===== src/rtl/if_stage_if.sv =====
// Fetch-stage bundle: ID-stage redirect/stall controls, the ROM address/data pair and the IF/ID register outputs.
interface if_stage_if #(
    parameter int PC_WIDTH = 5
);
    logic                stall;
    logic                branch_taken;
    logic [PC_WIDTH-1:0] branch_target;
    logic                jump;
    logic [PC_WIDTH-1:0] jump_target;
    logic [31:0]         inst_in;
    logic [PC_WIDTH-1:0] pc_out;
    logic [31:0]         if_id_inst;
    logic [PC_WIDTH-1:0] if_id_pc_plus1;
    logic                if_id_valid;

    // The pipeline/ROM side drives controls and the fetched word.
    modport master (
        output stall, branch_taken, branch_target, jump, jump_target, inst_in,
        input  pc_out, if_id_inst, if_id_pc_plus1, if_id_valid
    );

    // The fetch stage consumes controls and produces the PC and IF/ID contents.
    modport slave (
        input  stall, branch_taken, branch_target, jump, jump_target, inst_in,
        output pc_out, if_id_inst, if_id_pc_plus1, if_id_valid
    );
endinterface


===== src/rtl/if_stage.sv =====
// Instruction-fetch stage: PC register plus IF/ID pipeline register, with load-use stall
// and ID-resolved branch/jump redirects that flush the slot fetched in the redirect cycle.
module if_stage #(
    parameter int                  PC_WIDTH = 5,
    parameter logic [PC_WIDTH-1:0] RESET_PC = '0
) (
    input  logic     clk,
    input  logic     rst,
    if_stage_if.slave bus
);
    localparam logic [PC_WIDTH-1:0] PC_ONE = {{(PC_WIDTH-1){1'b0}}, 1'b1};

    function automatic logic [PC_WIDTH-1:0] pc_inc(input logic [PC_WIDTH-1:0] pc);
        return pc + PC_ONE;
    endfunction

    logic [PC_WIDTH-1:0] pc_p0;
    logic [31:0]         inst_p1;
    logic [PC_WIDTH-1:0] pc_plus1_p1;
    logic                vld_p1;

    logic [PC_WIDTH-1:0] pc_nxt;
    logic [31:0]         inst_nxt;
    logic [PC_WIDTH-1:0] pc_plus1_nxt;
    logic                vld_nxt;

    // A stalled ID instruction's operands are not final, so stall masks any redirect.
    always_comb begin
        pc_nxt       = pc_inc(pc_p0);
        inst_nxt     = bus.inst_in;
        pc_plus1_nxt = pc_inc(pc_p0);
        vld_nxt      = 1'b1;
        if (bus.stall) begin
            pc_nxt       = pc_p0;
            inst_nxt     = inst_p1;
            pc_plus1_nxt = pc_plus1_p1;
            vld_nxt      = vld_p1;
        end else if (bus.jump || bus.branch_taken) begin
            pc_nxt       = bus.jump ? bus.jump_target : bus.branch_target;
            inst_nxt     = '0;
            pc_plus1_nxt = '0;
            vld_nxt      = 1'b0;
        end
    end

    // p0 -> p1: PC advances while the word it addressed is latched into IF/ID
    always_ff @(posedge clk) begin
        if (rst) begin
            pc_p0       <= RESET_PC;
            inst_p1     <= '0;
            pc_plus1_p1 <= '0;
            vld_p1      <= 1'b0;
        end else begin
            pc_p0       <= pc_nxt;
            inst_p1     <= inst_nxt;
            pc_plus1_p1 <= pc_plus1_nxt;
            vld_p1      <= vld_nxt;
        end
    end

    assign bus.pc_out         = pc_p0;
    assign bus.if_id_inst     = inst_p1;
    assign bus.if_id_pc_plus1 = pc_plus1_p1;
    assign bus.if_id_valid    = vld_p1;
endmodule


===== src/flat_wrapper.sv =====
// flat-port wrapper written by rule: the top's interface ports become plain ports
module if_stage_flat 
#(
    parameter int                  PC_WIDTH = 5,
    parameter logic [PC_WIDTH-1:0] RESET_PC = '0
)
  (clk, rst, bus_stall, bus_branch_taken, bus_branch_target, bus_jump, bus_jump_target, bus_inst_in, bus_pc_out, bus_if_id_inst, bus_if_id_pc_plus1, bus_if_id_valid);
  if_stage_if #(.PC_WIDTH(PC_WIDTH)) bus_i ();
  input  logic clk;
  input  logic rst;
  input wire logic [$bits(bus_i.stall)-1:0] bus_stall;
  input wire logic [$bits(bus_i.branch_taken)-1:0] bus_branch_taken;
  input wire logic [$bits(bus_i.branch_target)-1:0] bus_branch_target;
  input wire logic [$bits(bus_i.jump)-1:0] bus_jump;
  input wire logic [$bits(bus_i.jump_target)-1:0] bus_jump_target;
  input wire logic [$bits(bus_i.inst_in)-1:0] bus_inst_in;
  output wire logic [$bits(bus_i.pc_out)-1:0] bus_pc_out;
  output wire logic [$bits(bus_i.if_id_inst)-1:0] bus_if_id_inst;
  output wire logic [$bits(bus_i.if_id_pc_plus1)-1:0] bus_if_id_pc_plus1;
  output wire logic [$bits(bus_i.if_id_valid)-1:0] bus_if_id_valid;
  assign bus_i.stall = bus_stall;
  assign bus_i.branch_taken = bus_branch_taken;
  assign bus_i.branch_target = bus_branch_target;
  assign bus_i.jump = bus_jump;
  assign bus_i.jump_target = bus_jump_target;
  assign bus_i.inst_in = bus_inst_in;
  assign bus_pc_out = bus_i.pc_out;
  assign bus_if_id_inst = bus_i.if_id_inst;
  assign bus_if_id_pc_plus1 = bus_i.if_id_pc_plus1;
  assign bus_if_id_valid = bus_i.if_id_valid;
  if_stage #(.PC_WIDTH(PC_WIDTH), .RESET_PC(RESET_PC)) u_core (.clk(clk), .rst(rst), .bus(bus_i));
endmodule

===== config.mk =====
export PLATFORM = sky130hd
export DESIGN_NAME = if_stage_flat
export DESIGN_NICKNAME = d
export VERILOG_FILES = /design/src/rtl/if_stage_if.sv /design/src/rtl/if_stage.sv /design/src/flat_wrapper.sv
export SDC_FILE = /design/constraint.sdc
export NUM_CORES = 1
export LEC_CHECK = 0
export CORE_MARGIN = 2
export CORE_UTILIZATION = 43
export CTS_CLUSTER_DIAMETER = 120
export CTS_CLUSTER_SIZE = 40
export DETAILED_ROUTE_END_ITERATION = 10
export PLACE_DENSITY = 0.85
export SYNTH_ARGS = -nofsm -noshare
export SYNTH_HDL_FRONTEND = slang
export SYNTH_SLANG_ARGS = --single-unit

===== constraint.sdc =====
create_clock -name clk -period 3.55 [get_ports clk]
set_input_delay 1.065 -clock clk [delete_from_list [all_inputs] [get_ports clk]]
set_output_delay 1.065 -clock clk [all_outputs]
set_load 0.02 [all_outputs]

==> results.cfg <==
[power_and_ir_drop]
vdd_ir_drop_max_mv = 0.235
p_leak_nw = 0.944
p_per_area_nw_per_um2 = 359

[detailed_routing]
ant_nets = 0
wire_per_inst_um = 13.3
first_pass_iters = 4
routed_via_density = 5.12
drcViolationCount = 0
routed_wl_um = 4560
dr_total_vias = 1757
drtIter0Drc = 139

[die]
top_level_ports = 90
fp.dieArea_um2 = 4790
core_area_um2 = 4060
num_rows = 23
die_x_um = 69.2
die_y_um = 69.2
initial_core_util_pct = 45.1

[timing]
min_period_ns = 2.49
timing.fmax_ghz = 0.401
timing.final.crit_share_pct = 70.3
hold_viol_final = 0
finClkSkew_ns = 0.00656
worst_slew_pin_slew_ns = 0.460
rsz0062_at_grt = no
setup_tns_ns = 0
maxSlewViolCount = 0
slew_headroom_pct = 69.3
finalSetupViolations = 0

[clocking]
cts_post_setup_buffers_inserted = 0
cts_sinks = 43
cts.clk_slew.worst_paths_ns = 0.08
cts_resized = 0
cts_hold_buf = 0
cts_buffers = 5
cts_tree = built
clock_path_buffers = 2
ctsHtreeMaxLevel = 2
clockRootBuffer = clkbuf_8
insertion_delay_ns = 0.29

[worst_setup_path]
path_buf_inv = 1
crit_slowest_cell = clkdlybuf4s50_1
crit_family = buffers and inverters
cp-start-kind = register
end_kind = output pin
cp_cell_sequence = clkdlybuf4s50_1
cpPeakStageDelay_ns = 0.66
required_ns = 2.48
cp_max_fo = 8
critPathArrivalTime_ns = 1.43
critPathKind = reg2out

[placement]
dp_hpwl_um = 3110
portBuffers = 89
placed_area_um2 = 2720
gp_congestion = 0.790

[run]
max_cap_violations = 0

[finish]
drive_above_1_share_pct = 5.46
nFillCells = 321
final_common_cell = clkdlybuf4s50_1
layout_common_cells = 88 x clkdlybuf4s50_1, 43 x dfxtp_1, 38 x nand2_1, 38 x a21oi_1, 34 x nand3b_1
syn2layout_area_growth_pct = 54.2
n_antenna_cell = 0
fin_nets = 340
final_cell_area_um2 = 2820

[yosys]
syn_area_um2 = 1830
syn_inst = 212
ys_seq_area_share_pct = 47.0
synth_nets = 260
syn_avg_cell_area_um2 = 8.63
synth.distinct_cells = 31
synth-seq-cells = 43
ys_warn_count = 0

[grt]
antenna_found_initial = 0
grt_overflow = 0
grt_pass1_vias = 1715
grt_usage_pct = 19.5
grt_pass1_wl_um = 7600
grt_start_max_net_pins = 53

[status]
status = finished clean

[worst_hold_path]
hold_class = reg2reg
[layout make-up]
class	count	area, um2	share of cell area [%]
Timing Repair Buffer	93	928	32.9
Multi-Input combinational cell	147	863	30.6
Sequential cell	43	861	30.5
Clock buffer	8	100	3.55
Tap cell	50	62.6	2.22
Inverter	2	7.51	0.266
[worst reg2reg max path, cell delays in order (launching register included)]
cell and delay, ns:
dfxtp_1 0.38, ha_1 0.29, and3_1 0.23, a222oi_1 0.28, o32ai_1 0.13
[registers in the layout (all words and copies together), names as in the netlist]
signal	count
u_core.bus.if_id_valid	1
u_core.bus.pc_out	5
u_core.bus.if_id_inst	32
u_core.bus.if_id_pc_plus1	5
[power by group]
part	total, mW	switching [mW]	leakage [nW]	internal (mW)
clock network	0.336	0.159	0.0515	0.178
logic	0.169	0.0740	0.543	0.0951
registers	0.507	0.0112	0.349	0.496
[per-stage QoR]
stage	worst slack (ns)	total power [mW]	hold slack [ns]	instances	util, %
floorplan	1.54	0.597	0.530	212	-
global placement	0.876	0.687	0.441	335	67.1
detailed placement	0.850	0.688	0.452	335	67.1
CTS	1.05	1.02	0.463	343	69.6
global route	0.984	1.06	0.478	343	69.6
finish	1.06	1.01	0.461	343	69.6
[path summary, 6_finish.rpt]
path | start | slack, ns | cells after the start | endpoint
worst max-delay path | u_core.bus.pc_out[2]$_SDFFE_PP0N_ | 1.06 | 1 | bus_pc_out[2]
worst min-delay path | u_core.bus.if_id_inst[3]$_SDFFE_PP0N_ | 0.46 | 2 | u_core.bus.if_id_inst[3]$_SDFFE_PP0N_
worst max register to register | u_core.bus.pc_out[0]$_SDFFE_PP0N_ | 2.12 | 4 | u_core.bus.pc_out[4]$_SDFFE_PP0N_
worst min register to register | u_core.bus.if_id_inst[3]$_SDFFE_PP0N_ | 0.46 | 2 | u_core.bus.if_id_inst[3]$_SDFFE_PP0N_
[Yosys cell counts]
cell type / n / area [um2]
nand2_1: 38 / 143
nor3_1: 4 / 20.0
xor2_1: 1 / 8.76
and3_1: 2 / 12.5
ha_1: 1 / 12.5
nor2b_1: 3 / 18.8
or2_1: 1 / 6.26
nor4b_1: 1 / 8.76
nand3b_1: 34 / 255
a221oi_1: 1 / 8.76
or3_4: 1 / 11.3
nor4_1: 1 / 6.26
o32ai_1: 3 / 26.3
mux2i_1: 1 / 10.0
clkbuf_1: 11 / 41.3
buf_6: 2 / 22.5
a211oi_1: 1 / 7.51
inv_1: 2 / 7.51
o21ai_0: 1 / 5.00
mux2_1: 1 / 11.3
a21oi_1: 38 / 190
nand3_1: 2 / 10.0
a222oi_1: 2 / 20.0
nor2_2: 1 / 6.26
o22ai_1: 1 / 6.26
buf_2: 7 / 35.0
dfxtp_1: 43 / 861
o21ai_1: 1 / 5.00
xnor2_1: 2 / 17.5
o22ai_2: 2 / 25.0
nor2_1: 3 / 11.3
[layer usage]
layer  track usage (%)  vias to the layer above  share of wire [%]
li1                  -                      896                  -
met1              21.9                      792                 42
met2              34.2                       65                 49
met3              6.83                        4                8.6
met4              6.54                        0               0.68
met5                 0                        -                  0
[kinds of logic (layout without fill, tap and decap cells)]
family | after synthesis | in the layout | synth area share, %
multiplexers | 2 | 2 | 1.16
AND/OR/NAND/NOR | 91 | 91 | 27.8
AO/OA/AOI/OAI | 50 | 50 | 16.1
XOR/XNOR | 3 | 3 | 1.44
buffers and inverters | 22 | 103 | 5.81
flip-flops | 43 | 43 | 47.0
adder cells (fa/ha/maj) | 1 | 1 | 0.683
No activity file was read; power rests on OpenSTA's default activity.
